### config.mk
export PLATFORM = sky130hd
export DESIGN_NAME = mem_arbiter_rr_flat
export DESIGN_NICKNAME = d
export VERILOG_FILES = /design/src/rtl/mem_arbiter_rr_if.sv /design/src/rtl/mem_arbiter_rr.sv /design/src/flat_wrapper.sv
export SDC_FILE = /design/constraint.sdc
export NUM_CORES = 1
export LEC_CHECK = 0
export CAP_MARGIN = 20
export CELL_PAD_IN_SITES_DETAIL_PLACEMENT = 1
export CELL_PAD_IN_SITES_GLOBAL_PLACEMENT = 2
export CORE_MARGIN = 2
export CORE_UTILIZATION = 17
export CTS_CLUSTER_DIAMETER = 100
export CTS_CLUSTER_SIZE = 24
export DETAILED_ROUTE_END_ITERATION = 7
export PLACE_DENSITY_LB_ADDON = 0.2
export SETUP_SLACK_MARGIN = 0.02
export SLEW_MARGIN = 20
export SYNTH_ARGS = -nofsm -noshare
export SYNTH_HDL_FRONTEND = slang
export SYNTH_SLANG_ARGS = --single-unit
### constraint.sdc
create_clock -name clk -period 1.9 [get_ports clk]
set_clock_uncertainty 0.05 [all_clocks]
set_input_delay 0.19 -clock clk [delete_from_list [all_inputs] [get_ports clk]]
set_output_delay 0.19 -clock clk [all_outputs]
set_load 0.05 [all_outputs]
### src/rtl/mem_arbiter_rr_if.sv
// Requester channels and memory port shared by the round-robin memory arbiter.
// The slave view is the arbiter; the master view is the requester/memory side.
interface mem_arbiter_rr_if #(
  parameter int unsigned NUM_REQ = 2,
  parameter int unsigned ADDR_W  = 10,
  parameter int unsigned DATA_W  = 19
);
  logic [NUM_REQ-1:0]        req_valid;
  logic [NUM_REQ-1:0]        req_we;
  logic [NUM_REQ*ADDR_W-1:0] req_addr;
  logic [NUM_REQ*DATA_W-1:0] req_wdata;
  logic [NUM_REQ-1:0]        req_ready;
  logic [NUM_REQ-1:0]        rsp_valid;
  logic [DATA_W-1:0]         rsp_data;
  logic                      mem_we;
  logic [ADDR_W-1:0]         mem_addr;
  logic [DATA_W-1:0]         mem_wdata;
  logic [DATA_W-1:0]         mem_rdata;

  modport slave (
    input  req_valid, req_we, req_addr, req_wdata, mem_rdata,
    output req_ready, rsp_valid, rsp_data, mem_we, mem_addr, mem_wdata
  );

  modport master (
    output req_valid, req_we, req_addr, req_wdata, mem_rdata,
    input  req_ready, rsp_valid, rsp_data, mem_we, mem_addr, mem_wdata
  );
endinterface

### src/rtl/mem_arbiter_rr.sv
// Round-robin arbiter with burst locking for a single-port memory; one access
// per cycle, read data routed back to the issuing requester one cycle later.
module mem_arbiter_rr #(
  parameter int unsigned NUM_REQ   = 2,
  parameter int unsigned ADDR_W    = 10,
  parameter int unsigned DATA_W    = 19,
  parameter int unsigned BURST_MAX = 4
) (
  input  logic           clk,
  input  logic           rst,
  mem_arbiter_rr_if.slave bus
);
  localparam int unsigned OWN_W = (NUM_REQ > 1) ? $clog2(NUM_REQ) : 1;
  localparam int unsigned CNT_W = $clog2(BURST_MAX + 1);

  typedef enum logic {IDLE, OWNED} state_t;

  state_t             state_q, state_d;
  logic [OWN_W-1:0]   owner_q, owner_d;
  logic [CNT_W-1:0]   cnt_q, cnt_d;
  logic               rd_pend_q, rd_pend_d;
  logic [OWN_W-1:0]   rd_id_q, rd_id_d;
  logic [DATA_W-1:0]  rsp_data_q;

  logic [OWN_W-1:0]   sel, cand;
  logic               sel_vld, accept, sel_we, rsp_fire;

  // Owner keeps the port while valid and under its burst budget; otherwise
  // scan starting just past the owner so the owner is considered last.
  always_comb begin
    sel     = '0;
    sel_vld = 1'b0;
    cand    = '0;
    if (state_q == OWNED && bus.req_valid[owner_q] && cnt_q < CNT_W'(BURST_MAX)) begin
      sel     = owner_q;
      sel_vld = 1'b1;
    end else begin
      for (int unsigned i = 1; i <= NUM_REQ; i++) begin
        cand = OWN_W'((32'(owner_q) + i) % NUM_REQ);
        if (!sel_vld && bus.req_valid[cand]) begin
          sel     = cand;
          sel_vld = 1'b1;
        end
      end
    end
  end

  assign accept = sel_vld & ~rst;

  always_comb begin
    sel_we        = bus.req_we[0];
    bus.mem_addr  = bus.req_addr[0 +: ADDR_W];
    bus.mem_wdata = bus.req_wdata[0 +: DATA_W];
    for (int unsigned i = 0; i < NUM_REQ; i++) begin
      if (sel == OWN_W'(i)) begin
        sel_we        = bus.req_we[i];
        bus.mem_addr  = bus.req_addr[i*ADDR_W +: ADDR_W];
        bus.mem_wdata = bus.req_wdata[i*DATA_W +: DATA_W];
      end
    end
    bus.mem_we    = accept & sel_we;
    bus.req_ready = accept ? (NUM_REQ'(1) << sel) : '0;
  end

  always_comb begin
    state_d   = state_q;
    owner_d   = owner_q;
    cnt_d     = cnt_q;
    rd_pend_d = accept & ~sel_we;
    rd_id_d   = rd_id_q;
    if (accept) begin
      state_d = OWNED;
      rd_id_d = sel;
      if (state_q == OWNED && sel == owner_q) begin
        cnt_d = (cnt_q == CNT_W'(BURST_MAX)) ? cnt_q : cnt_q + CNT_W'(1);
      end else begin
        owner_d = sel;
        cnt_d   = CNT_W'(1);
      end
    end else begin
      state_d = IDLE;
      cnt_d   = '0;
    end
  end

  // Response is suppressed while reset is held, so a read accepted just
  // before reset never strobes rsp_valid.
  assign rsp_fire      = rd_pend_q & ~rst;
  assign bus.rsp_valid = rsp_fire ? (NUM_REQ'(1) << rd_id_q) : '0;
  assign bus.rsp_data  = rsp_fire ? bus.mem_rdata : rsp_data_q;

  always_ff @(posedge clk) begin
    if (rst) begin
      state_q    <= IDLE;
      owner_q    <= OWN_W'(NUM_REQ - 1);
      cnt_q      <= '0;
      rd_pend_q  <= 1'b0;
      rd_id_q    <= '0;
      rsp_data_q <= '0;
    end else begin
      state_q   <= state_d;
      owner_q   <= owner_d;
      cnt_q     <= cnt_d;
      rd_pend_q <= rd_pend_d;
      rd_id_q   <= rd_id_d;
      if (rd_pend_q) rsp_data_q <= bus.mem_rdata;
    end
  end
endmodule

### src/flat_wrapper.sv
// flat-port wrapper written by rule: the top's interface ports become plain ports
module mem_arbiter_rr_flat 
#(
  parameter int unsigned NUM_REQ   = 2,
  parameter int unsigned ADDR_W    = 10,
  parameter int unsigned DATA_W    = 19,
  parameter int unsigned BURST_MAX = 4
)
  (clk, rst, bus_req_valid, bus_req_we, bus_req_addr, bus_req_wdata, bus_mem_rdata, bus_req_ready, bus_rsp_valid, bus_rsp_data, bus_mem_we, bus_mem_addr, bus_mem_wdata);
  mem_arbiter_rr_if #(.NUM_REQ(NUM_REQ), .ADDR_W(ADDR_W), .DATA_W(DATA_W)) bus_i ();
  input  logic clk;
  input  logic rst;
  input wire logic [$bits(bus_i.req_valid)-1:0] bus_req_valid;
  input wire logic [$bits(bus_i.req_we)-1:0] bus_req_we;
  input wire logic [$bits(bus_i.req_addr)-1:0] bus_req_addr;
  input wire logic [$bits(bus_i.req_wdata)-1:0] bus_req_wdata;
  input wire logic [$bits(bus_i.mem_rdata)-1:0] bus_mem_rdata;
  output wire logic [$bits(bus_i.req_ready)-1:0] bus_req_ready;
  output wire logic [$bits(bus_i.rsp_valid)-1:0] bus_rsp_valid;
  output wire logic [$bits(bus_i.rsp_data)-1:0] bus_rsp_data;
  output wire logic [$bits(bus_i.mem_we)-1:0] bus_mem_we;
  output wire logic [$bits(bus_i.mem_addr)-1:0] bus_mem_addr;
  output wire logic [$bits(bus_i.mem_wdata)-1:0] bus_mem_wdata;
  assign bus_i.req_valid = bus_req_valid;
  assign bus_i.req_we = bus_req_we;
  assign bus_i.req_addr = bus_req_addr;
  assign bus_i.req_wdata = bus_req_wdata;
  assign bus_i.mem_rdata = bus_mem_rdata;
  assign bus_req_ready = bus_i.req_ready;
  assign bus_rsp_valid = bus_i.rsp_valid;
  assign bus_rsp_data = bus_i.rsp_data;
  assign bus_mem_we = bus_i.mem_we;
  assign bus_mem_addr = bus_i.mem_addr;
  assign bus_mem_wdata = bus_i.mem_wdata;
  mem_arbiter_rr #(.NUM_REQ(NUM_REQ), .ADDR_W(ADDR_W), .DATA_W(DATA_W), .BURST_MAX(BURST_MAX)) u_core (.clk(clk), .rst(rst), .bus(bus_i));
endmodule
==> results of run 1 <==
## per-layer routing
metal	routed length (um)	track usage [%]
met4	177	3.44
met5	0	0
met3	408	3.76
met1	2580	13.4
met2	3440	21.8
## per-stage QoR
stage | hold slack (ns) | util [%]
floorplan | 0.229 | -
global placement | 0.413 | 32.3
detailed placement | 0.418 | 32.3
CTS | 0.433 | 36.0
global route | 0.450 | 38.0
finish | 0.426 | 38.0
## worst min-delay path: cells and delay by family (launching register included)
family / cells / cell delay (ns)
DFF: 1 / 0.33
and+or+nand+nor: 1 / 0.05
AOI/OAI and AO/OA: 1 / 0.05
## report_power, final
| group | leakage, nW | internal, mW | switching (mW) |
|---|---|---|---|
| Sequential | 0.214 | 0.574 | 0.0167 |
| Clock | 0.0357 | 0.282 | 0.181 |
| Combinational | 1.33 | 0.575 | 0.581 |
| Total | 1.58 | 1.43 | 0.779 |
## what timing repair did
action                                  in CTS  in global routing
hold buffers                                 0                  0
endpoints found under the setup margin      30                 32
cloned                                       1                  2
setup buffers                                3                  1
pin swaps                                    2                  2
gates resized for setup                     65                 41
## layout by cell type (no fill, tap or decap), types with 2 or more instances in the layout
master / n
mux2i_1: 19
buf_12: 6
a21oi_1: 5
nor3_1: 2
buf_8: 28
nand2_1: 9
dfxtp_4: 2
o21ai_0: 3
clkdlybuf4s50_1: 81
ha_1: 2
a21o_1: 2
xnor2_1: 2
clkbuf_16: 2
inv_1: 4
buf_4: 27
nor2_1: 23
dfxtp_1: 23
mux2_4: 27
mux2_2: 21
clkbuf_8: 3
buf_6: 6
## final timing paths
kind                                                    from                           end  slack, ns  cells after the start
worst max register to register  u_core.cnt_q[2]$_SDFFE_PP0N_  u_core.cnt_q[2]$_SDFFE_PP0N_       0.42                      5
worst max-delay path             u_core.owner_q$_SDFFE_PP1P_               bus_mem_addr[0]      -0.11                      6
worst min register to register   u_core.rd_id_q$_SDFFE_PP0P_   u_core.rd_id_q$_SDFFE_PP0P_       0.43                      2
worst min-delay path             u_core.rd_id_q$_SDFFE_PP0P_   u_core.rd_id_q$_SDFFE_PP0P_       0.43                      2
## final cells by class
cell class,count,area (sq um),area share (%)
Clock buffer,3,41.3,1.12
Clock inverter,1,30.0,0.817
Inverter,4,15.0,0.408
Multi-Input combinational cell,129,1210,33.0
Sequential cell,26,529,14.4
Tap cell,133,166,4.53
Timing Repair Buffer,151,1680,45.7
## kinds of logic after synthesis
group / count (synthesis) / synth area share, %
AO/OA/AOI/OAI: 14 / 6.11
XOR/XNOR: 2 / 1.04
adder cells (fa/ha/maj): 2 / 1.49
buffers and inverters: 15 / 5.22
flip-flops: 26 / 31.0
multiplexers: 67 / 43.5
AND/OR/NAND/NOR: 44 / 11.6
## sequential cells by signal, summed over array words and instances, names as in the netlist
signal,count
u_core.owner_q,1
u_core.state_q,1
u_core.cnt_q,3
u_core.rd_pend_q,1
u_core.rsp_data_q,19
u_core.rd_id_q,1
==> impl_metrics.tcl, run 1 <==
set metrics [dict create \
    outcome "finished with violations" \
    violations "setup timing" \
    hp-class "flop to flop" \
    syn_area_per_cell_sq_um 9.87 \
    dpl-instance-area_sq_um 3130 \
    cts_sinks 26 \
    cp-start-kind "flop" \
    clockBufferDepth 2 \
    async_flop_share_pct 0 \
    routed_wl_um 6610 \
    die_y_um 103 \
    overflow 0 \
    area_delta_synth_final_pct 119 \
    wl_per_cell_um 14.8 \
    p_per_area_nw_per_um2 601 \
    worst_slew_pin_slew_ns 0.342 \
    seq_area_frac_synth_pct 31.0 \
    synth_ff_type "dfxtp_1" \
    row_count 36 \
    syn_inst 170 \
    synth_most_common_cell "mux2_2" \
    die-width_um 103 \
    slew_viol_final 0 \
    drt_iter0_drc 13 \
    dp.cells 437 \
    maxCapViolCount 0 \
    synth_area_sq_um 1680 \
    critPathBufInv 3 \
    synth_top_area_share_pct 32.2 \
    antenna_left 0 \
    vias 1809 \
    irDropWorstVdd_mv 0.318 \
    pre_cts_slack_ns -0.139 \
    crit_slowest_cell "dfxtp_2" \
    gp_congestion 0.813 \
    grt_pass1_vias 1977 \
    syn-num-nets 255 \
    yosys_warnings 0 \
    cp_top_family "buffers and inverters" \
    grt_antenna_before_repair 0 \
    finalHoldViolCount 0 \
    grt_pass1_wl_um 10000 \
    clkTransAtPathRegs_ns 0.10 \
    fin_crit_sh_pct 106 \
    drt_pass1_iterations 3 \
    synth_top_area_cell "mux2_2" \
    fill_cells 1085 \
    h-tree-depth 1 \
    dp_hpwl_um 4910 \
    drive_above_1_share_pct 42.0 \
    cts_tree "yes" \
    via_per_inst 4.05 \
    numCtsBuffers 3 \
    synth_edf_count 0 \
    grt_use_total_pct 12.0 \
    worstPathMaxFanout 6 \
    grt_setup_unrepaired "true" \
    num_antenna_cells 0 \
    fmax_mhz 498 \
    core_sq_um 9680 \
    fin_tns_setup_ns -2.09 \
    ios 136 \
    stdcell_count 447 \
    grt_max_degree 27 \
    cpPeakStageDelay_ns 0.35 \
    die_area_sq_um 10700 \
    crit_type "flop to primary output" \
    start_util_pct 17.3 \
    portBuffers 135 \
    synthTopCellsByCount "mux2_2, dfxtp_1, nor2_1" \
    cp.required_ns 1.66 \
    cts_root_buf "clkbuf_8" \
    critPathArrivalTime_ns 1.77 \
    synth_seq_cells 26 \
    slew_headroom_pct 77.2 \
    setup_ws_ns -0.107 \
    period_needed_ns 2.01 \
    setup_viol 23 \
    yosys.cell_types.count 26 \
    path_cells "nand4bb_4 -> o211ai_4 -> buf_6 -> clkbuf_16 -> mux2_4 -> buf_8" \
    synth_area_leaders "mux2_2, dfxtp_1, mux2i_1" \
    drc 0 \
    fin_area_sq_um 3680 \
    leakagePower_nw 1.58 \
    worstSkewPairLatency_ns 0.27 \
    cp-end-kind "primary output" \
    final_nets 400 \
    p_total_mw 2.21 \
]
Power figures use the tool's default switching activity.
==> inputs of run 2 (changes only) <==
Settings changed: CORE_UTILIZATION 17 to 15, REMOVE_ABC_BUFFERS set to 1.
Clock period 1.9 ns to 1.6 ns, I/O delays scaled along.
==> run 2 against run 1 <==
  * The run still ends with setup timing left
  * Largest power group unchanged
  * First-iteration DRC count grew to 3.0 times the previous value
  * Clock power grew 22%
  * Utilization shrank 1.8 points
  * Sequential share of layout area shrank 0.94 points
  * Final area grew 7.2%
  * Highest routed layer unchanged
  * Non-clock buffer count grew 7
==> impl_metrics.tcl, run 2 (synthesis gave the netlist of run 1 again) <==
set metrics [dict create \
    outcome "finished with violations" \
    violations "setup timing" \
    drt_pass1_iterations 4 \
    final_nets 407 \
    gp_congestion 0.692 \
    cpPeakStageDelay_ns 0.37 \
    fmax_mhz 509 \
    fin_crit_sh_pct 123 \
    clkTransAtPathRegs_ns 0.10 \
    grt_pass1_vias 2086 \
    drive_above_1_share_pct 44.2 \
    ios 136 \
    maxCapViolCount 0 \
    cp_top_family "buffers and inverters" \
    drt_iter0_drc 39 \
    cp.required_ns 1.39 \
    row_count 38 \
    dp_hpwl_um 5190 \
    cts_hold_buf 0 \
    worstPathMaxFanout 6 \
    via_per_inst 4.03 \
    antenna_left 0 \
    critPathArrivalTime_ns 1.76 \
    numCtsBuffers 3 \
    overflow 0 \
    slew_headroom_pct 76.9 \
    fill_cells 1166 \
    h-tree-depth 1 \
    largestRegisters "u_core.rsp_data_q x19, u_core.cnt_q x3" \
    largest_reg_flops 19 \
    grt_busiest_layer "met2" \
    fin_tns_setup_ns -11.56 \
    cts_root_buf "clkbuf_8" \
    layout_common_cells "clkdlybuf4s50_1, buf_8, mux2_4, nor2_1, dfxtp_1" \
    cp-start-kind "flop" \
    grt_antenna_before_repair 0 \
    die_y_um 110 \
    grt_use_met3_pct 3.85 \
    cp-end-kind "primary output" \
    num_antenna_cells 0 \
    p_total_mw 2.74 \
    start_util_pct 15.4 \
    worstSkewPairLatency_ns 0.27 \
    grt_setup_unrepaired "true" \
    regMostFlops "u_core.rsp_data_q" \
    area_delta_synth_final_pct 135 \
    slew_viol_final 0 \
    worst_slew_pin_slew_ns 0.347 \
    finalHoldViolCount 0 \
    hp-class "flop to flop" \
    vias 1856 \
    crit_type "flop to primary output" \
    p_per_area_nw_per_um2 695 \
    portBuffers 135 \
    leakagePower_nw 1.67 \
    die_area_sq_um 12000 \
    grt_use_total_pct 10.7 \
    irDropWorstVdd_mv 0.382 \
    met2_usage_pct 20.5 \
    path_cells "nor2b_4 -> o211ai_4 -> buf_6 -> clkbuf_16 -> mux2_4 -> buf_8" \
    wl_per_cell_um 15.4 \
    core_sq_um 10900 \
    clockBufferDepth 2 \
    critPathBufInv 3 \
    crit_slowest_cell "dfxtp_4" \
    cts_sinks 26 \
    grt_pass1_wl_um 10000 \
    die-width_um 110 \
    grt_max_degree 27 \
    cts_tree "yes" \
    setup_viol 51 \
    grtUsageMet1_pct 11.1 \
    routed_wl_um 7080 \
    drc 0 \
    setup_ws_ns -0.365 \
    final_common_cell "clkdlybuf4s50_1" \
    period_needed_ns 1.97 \
]
-- run 2: changes by cell type in the layout (fill, tap and decap cells not counted), moves of 2 or more --
cell / delta
mux2_4: +14
buf_6: +5
buf_4: -14
buf_8: +17
mux2_2: -14
nor2b_4: +2
-- run 2: path summary, 6_finish.rpt --
check	start	endpoint	depth (start not counted)	slack, ns
hold / removal	u_core.rsp_data_q[7]$_SDFFE_PP0P_	u_core.rsp_data_q[7]$_SDFFE_PP0P_	2	0.46
hold reg to reg	u_core.rsp_data_q[7]$_SDFFE_PP0P_	u_core.rsp_data_q[7]$_SDFFE_PP0P_	2	0.46
setup reg to reg	u_core.cnt_q[2]$_SDFFE_PP0N_	u_core.cnt_q[2]$_SDFFE_PP0N_	5	0.17
setup / recovery	u_core.state_q$_SDFF_PP0_	bus_mem_addr[2]	6	-0.37
-- run 2: repair_timing --
item	CTS	global route
hold endpoints to repair	0	0
gates cloned	2	2
setup endpoints to repair	53	54
resized for setup	89	76
pin swaps	1	3
buffers inserted	5	2
-- run 2: worst register-to-register path: stages, from the launching register on --
cell and delay [ns]:
dfxtp_4 0.37, buf_4 0.15, a21boi_0 0.14, o21ai_0 0.11, or3_1 0.36, nor3_2 0.18
-- run 2: area by class of cell --
type | instances | area, sq um | share of cell area [%]
multi-input cells | 129 | 1280 | 32.6
well taps | 140 | 175 | 4.44
flip-flops and latches | 26 | 531 | 13.5
inverters | 4 | 15.0 | 0.381
clock buffers | 3 | 41.3 | 1.05
repair buffers | 158 | 1870 | 47.3
clock inverters | 1 | 30.0 | 0.762
-- run 2: where the power goes --
part,total [mW],internal (mW),switching [mW]
clock network,0.564,0.335,0.230
logic,1.47,0.755,0.714
registers,0.705,0.682,0.0225
-- run 2: routing by layer --
layer  part of all wire [%]  vias to the layer above
met1                     38                      865
met5                      0                        -
li1                       -                      890
met3                     11                        2
met4                   0.55                        0
met2                     51                       99
-- run 2: metrics by stage --
stage,util [%],hold slack (ns),setup slack [ns],area (sq um),std cells
2_1_floorplan,-,0.179,-1.33,1610,159
6_report,36.2,0.457,-0.365,3940,461
3_3_place_gp,29.4,0.417,-0.371,3200,450
3_5_place_dp,29.4,0.432,-0.401,3200,450
4_1_cts,33.8,0.463,-0.397,3680,461
5_1_grt,36.2,0.492,-0.425,3940,461
==> inputs of run 3 (changes only) <==
Settings changed: CORE_UTILIZATION 15 to 18.
Clock period 1.6 ns to 2.3 ns, I/O delays scaled along.
==> run 3 against run 2 <==
  * The flow now finishes without violations
  * Flip-flop and latch count stayed put
  * Critical path depth stayed put
  * Wire length is 13% lower
  * Combinational power is 47% lower
==> impl_metrics.tcl, run 3 (synthesis gave the netlist of run 1 again) <==
set metrics [dict create \
    outcome "finished clean" \
    irDropWorstVdd_mv 0.204 \
    met2_usage_pct 22.0 \
    drt_pass1_iterations 3 \
    start_util_pct 18.3 \
    grt_pass1_wl_um 9520 \
    portBuffers 135 \
    clockBufferDepth 2 \
    grt_use_total_pct 12.0 \
    gp_congestion 0.731 \
    regMostFlops "u_core.rsp_data_q" \
    routed_wl_um 6140 \
    postCtsSetupBuffers 0 \
    fmax_mhz 463 \
    cpPeakStageDelay_ns 0.52 \
    fin_area_sq_um 3150 \
    antenna_left 0 \
    layout_common_cells "clkdlybuf4s50_1, buf_4, mux2_2, nor2_1, dfxtp_1" \
    path_cells "clkdlybuf4s50_1 -> nand4bb_1 -> o211ai_4 -> buf_12 -> mux2_2 -> buf_4" \
    vias 1775 \
    final_nets 391 \
    die_y_um 101 \
    largestRegisters "u_core.rsp_data_q x19, u_core.cnt_q x3" \
    row_count 35 \
    area_delta_synth_final_pct 87.9 \
    largest_reg_flops 19 \
    grt_use_met3_pct 5.13 \
    cts_tree "yes" \
    cp.required_ns 2.02 \
    grt_busiest_layer "met2" \
    cts_sinks 26 \
    grt_setup_unrepaired "false" \
    cts_root_buf "clkbuf_8" \
    cp-start-kind "input pin" \
    maxCapViolCount 0 \
    cts_hold_buf 0 \
    crit_type "input pin to primary output" \
    fill_cells 1077 \
    dpl-instance-area_sq_um 3080 \
    holdWs_ns 0.434 \
    core_sq_um 9150 \
    die_area_sq_um 10100 \
    cp-end-kind "primary output" \
    die-width_um 101 \
    clkTransAtPathRegs_ns 0.10 \
    finalHoldViolCount 0 \
    grt_pass1_vias 1915 \
    worstSkewPairLatency_ns 0.27 \
    numCtsBuffers 3 \
    critPathArrivalTime_ns 1.88 \
    wl_per_cell_um 14.8 \
    h-tree-depth 1 \
    grtUsageMet1_pct 12.5 \
    via_per_inst 4.27 \
    grt_antenna_before_repair 0 \
    dp_hpwl_um 4960 \
    worst_slew_pin_slew_ns 0.338 \
    worstPathMaxFanout 35 \
    cts_resized 0 \
    drt_iter0_drc 33 \
    slew_viol_final 0 \
    leakagePower_nw 1.31 \
    grt_max_degree 36 \
    slew_headroom_pct 77.5 \
    p_per_area_nw_per_um2 526 \
    period_needed_ns 2.16 \
    num_antenna_cells 0 \
    overflow 0 \
    drive_above_1_share_pct 38.4 \
    ios 136 \
    drc 0 \
    setup_viol 0 \
    crit_slowest_cell "clkdlybuf4s50_1" \
    final_common_cell "clkdlybuf4s50_1" \
    fin_crit_sh_pct 94.0 \
    hp-class "flop to flop" \
]
[run 3: power breakdown]
part / switching [mW] / internal (mW) / total, mW
sequential: 0.0140 / 0.476 / 0.490
combinational: 0.437 / 0.348 / 0.785
clock: 0.151 / 0.233 / 0.384
total: 0.602 / 1.06 / 1.66
[run 3: worst paths after layout]
kind / from / depth (start not counted) / slack (ns) / endpoint
worst min-delay path: u_core.rd_id_q$_SDFFE_PP0P_ / 2 / 0.43 / u_core.rd_id_q$_SDFFE_PP0P_
worst max register to register: u_core.cnt_q[2]$_SDFFE_PP0N_ / 4 / 0.94 / u_core.cnt_q[2]$_SDFFE_PP0N_
worst max-delay path: bus_req_valid[0] / 6 / 0.14 / bus_mem_wdata[9]
worst min register to register: u_core.rd_id_q$_SDFFE_PP0P_ / 2 / 0.43 / u_core.rd_id_q$_SDFFE_PP0P_
[run 3: worst max-delay path, delay by kind of cell]
kind	cells	cell delay, ns
multiplexers	1	0.38
AND/OR/NAND/NOR	1	0.18
buffers and inverters	3	0.95
AO/OA/AOI/OAI	1	0.14
[run 3: routing by layer]
metal	vias up	wire (um)	part of all wire, %
li1	864	-	-
met5	-	0	0
met3	2	775	13
met4	0	49	0.80
met1	808	2320	38
met2	101	3000	49
[run 3: metrics by stage]
stage	power (mW)	instances	TNS, ns	worst slack (ns)	util, %
after global routing	1.75	416	0	0.0285	34.4
after CTS	1.69	416	0	0.0617	34.4
after floorplan	0.961	159	-9.30	-0.703	-
final	1.66	416	0	0.138	34.4
after detailed placement	1.29	412	0	0.133	33.7
after global placement	1.29	412	0	0.194	33.7
[run 3: final cells by class]
type | count | area (sq um) | share of cell area [%]
clock buffer | 3 | 41.3 | 1.31
clock inverter | 1 | 30.0 | 0.952
inverter | 4 | 15.0 | 0.476
multi-input combinational | 129 | 1070 | 34.0
sequential | 26 | 522 | 16.5
tap | 111 | 139 | 4.40
timing repair buffer | 142 | 1330 | 42.3
==> RTL change, RTL diff (flow settings as in run 3) <==
Reset style: asynchronous (`rst`), changed in one clocked block.
--- a/src/rtl/mem_arbiter_rr.sv
+++ b/src/rtl/mem_arbiter_rr.sv
@@ -89,7 +89,7 @@
   assign bus.rsp_valid = rsp_fire ? (NUM_REQ'(1) << rd_id_q) : '0;
   assign bus.rsp_data  = rsp_fire ? bus.mem_rdata : rsp_data_q;
 
-  always_ff @(posedge clk) begin
+  always_ff @(posedge clk or posedge rst) begin
     if (rst) begin
       state_q    <= IDLE;
       owner_q    <= OWN_W'(NUM_REQ - 1);
Formal check against the unedited RTL: differs if rst is asserted again (counterexample within 4 cycles, from zero or initial values and one cycle with rst high); with rst held inactive, the same outputs for 10 cycles.
==> RTL change against run 3 <==
- via count is 4.9% lower
- die area is 8.6% higher
- synthesized area is 8.9% higher
- maximum frequency is 1.7% lower
- setup slack worse by 0.037 ns
- critical path type is now reg2out
- sequential share of layout area is 0.076 points lower
- sequential cell count stayed put
- worst hold slack worse by 0.13 ns
- count of clock-buffer cells in the layout is 1 higher
- critical endpoint unchanged
- final area is 26% higher
- routed wire length is 1.1% lower
Power is not compared: it rests on default switching activity, and its combinational part moved more than twofold at a synthesized area within 25%.
==> RTL change: results (changes against run 3) <==
Global route
  • GRT Total Usage: 10.88% (was 12.00%)
  • Vias in the first global route: 1855 (was 1915)
  • Initial antenna violation count: 0 (unchanged)
  • First-pass GRT wire length: 9611 um (was 9515 um)
  • Largest net degree at the start of global routing: 25 (was 36)

Clock tree
  • CTS buffer count: 3 (unchanged)
  • Clock buffer depth: 2 (unchanged)
  • CTS Root Buffer Type: clkbuf_8 (unchanged)
  • Post CTS Setup Buffer Count: 0 (unchanged)
  • Worst skew pair latency: 0.27 ns (about the same)
  • Cells resized by post-CTS repair: 0 (unchanged)

Route
  • 1st-iter DRT viols: 37 (was 33)
  • DR pass1 iterations: 4 (was 3)
  • Vias per cell: 4.048 (was 4.267)
  • Wirelength, routed: 6075 um (was 6141 um)
  • Vias: 1688 (was 1775)

Setup path
  • Crit path max fanout: 12 (was 35)
  • CP max stage delay: 0.60 ns (was 0.52 ns)
  • Critical register-to-register path startpoint: u_core.owner_q$_DFFE_PP1P_ (was u_core.cnt_q[2]$_SDFFE_PP0N_)
  • CP max stage cell: dfstp_2 (was clkdlybuf4s50_1)
  • R2R cell count: 5 (was 4)
  • Crit path launch type: flop (was primary input)
  • Worst EP arrival: 1.92 ns (was 1.88 ns)

Yosys
  • Ys async rst share: 100.0% (was 0%)
  • Ys Warns: 0 (unchanged)
  • Syn_area_per_cell: 12.78 sq um (was 9.870 sq um)
  • Sequential area share after synthesis: 35.66% (was 31.02%)
  • Most frequent cells after synthesis: 42 x mux2_2, 25 x dfrtp_1, 25 x mux2_4, 8 x nand2_1, 6 x inv_1 (was 48 x mux2_2, 26 x dfxtp_1, 25 x nor2_1, 19 x mux2i_1, 9 x nand2_1)
  • Largest cells by area after synthesis: dfrtp_1 34%, mux2_2 26%, mux2_4 21% (was mux2_2 32%, dfxtp_1 31%, mux2i_1 11%)
  • Synth cell types: 30 (was 26)
  • Count leader, synth: mux2_2 (unchanged)

Power and ir drop
  • Static Leak: roughly 1.7 nW
  • Sw frac: 38.23%
  • VDD IR max: 298.6 uV

Cells and area
  • Layout cells sized above 1: 49.30% (was 38.36%)
  • # diodes: 0 (unchanged)
  • # fillers: 1081 (was 1077)
  • # nets final: 370 (was 391)
  • Largest regs: u_core.rsp_data_q (19), u_core.cnt_q (3) (unchanged)

Status
  • Status: finished, final reports clean (unchanged)

Timing
  • Actual slew at the worst max-slew pin: 0.3259 ns (was 0.3381 ns)

Place
  • Detailed placement HPWL: 5090 um (was 4957 um)
  • Total placed cells including tap cells: 412 (unchanged)
  • GPL Wtd Cong: 0.6788 (was 0.7313)
  • Dpl ws: 0.2065 ns (was 0.1334 ns)

Hold path
  • Min-Delay Path Class: in2async (was reg2reg)
RTL change: cell types whose count changed after synthesis, sizes merged, moves of 3 or more:
cell,run 3,this run
buf,8,5
dfrtp,0,25
dfxtp,26,0
mux2,48,67
mux2i,19,0
nor2,25,6
RTL change: layout make-up:
class / instances / area [sq um] / area share, %
clock buffers: 4 / 55.05 / 1.388
inverters: 6 / 22.52 / 0.5680
multi-input cells: 104 / 1094 / 27.58
flip-flops and latches: 26 / 653.1 / 16.47
well taps: 133 / 166.4 / 4.197
repair buffers: 144 / 1974 / 49.79
RTL change: per-layer routing:
layer | track usage [%] | wire [um] | vias up
met5 | 0 | 0 | -
met4 | 1.714 | 23 | 0
met3 | 5.614 | 795 | 2
met2 | 17.81 | 2847 | 105
met1 | 12.95 | 2407 | 783
li1 | - | - | 798
RTL change: critical path, delay by kind of cell (launching register included):
kind / cells / cell delay, ns
simple gates: 1 / 0.08
buf+inv: 2 / 0.38
flops: 1 / 0.60
compound gates: 1 / 0.25
mux: 1 / 0.33
RTL change: metrics by stage:
stage / utilization [%] / setup TNS [ns] / hold slack, ns / area, sq um / total power [W]
floorplan: - / -0.5388 / 0.2479 / 1765 / 0.001400
detailed placement: 39.45 / 0 / 0.4409 / 3874 / 0.002237
global route: 40.38 / 0 / 0.3559 / 3965 / 0.002639
CTS: 40.01 / 0 / 0.3045 / 3929 / 0.002551
global placement: 39.45 / 0 / 0.4332 / 3874 / 0.002222
finish: 40.38 / 0 / 0.3009 / 3965 / 0.002523
RTL change: path summary, 6_finish.rpt:
kind                                                      to  slack (ns)
setup / recovery                            bus_mem_wdata[9]        0.10
hold / removal                      u_core.state_q$_DFF_PP0_        0.30
setup reg to reg                  u_core.rd_id_q$_DFFE_PP0P_        0.73
hold reg to reg            u_core.rsp_data_q[15]$_DFFE_PP0P_        0.46
max in group asynchronous        u_core.cnt_q[2]$_DFFE_PP0P_        1.38
min in group clk           u_core.rsp_data_q[15]$_DFFE_PP0P_        0.46
RTL change: power groups by stage:
stage          sequential [W]  clock (W)  combinational, W
6_report             0.000583   0.000305           0.00163
5_1_grt              0.000595   0.000339           0.00170
4_1_cts              0.000583   0.000321           0.00165
3_5_place_dp         0.000592          0           0.00164
3_3_place_gp         0.000588          0           0.00163
2_1_floorplan        0.000586          0          0.000814
RTL change: kinds of logic after synthesis:
logic type | synth area share, %
AO/OA/AOI/OAI | 5.270
XOR/XNOR | 0.9584
adder cells (fa/ha/maj) | 1.369
buffers and inverters | 4.654
flip-flops | 35.66
multiplexers | 46.41
AND/OR/NAND/NOR | 5.682
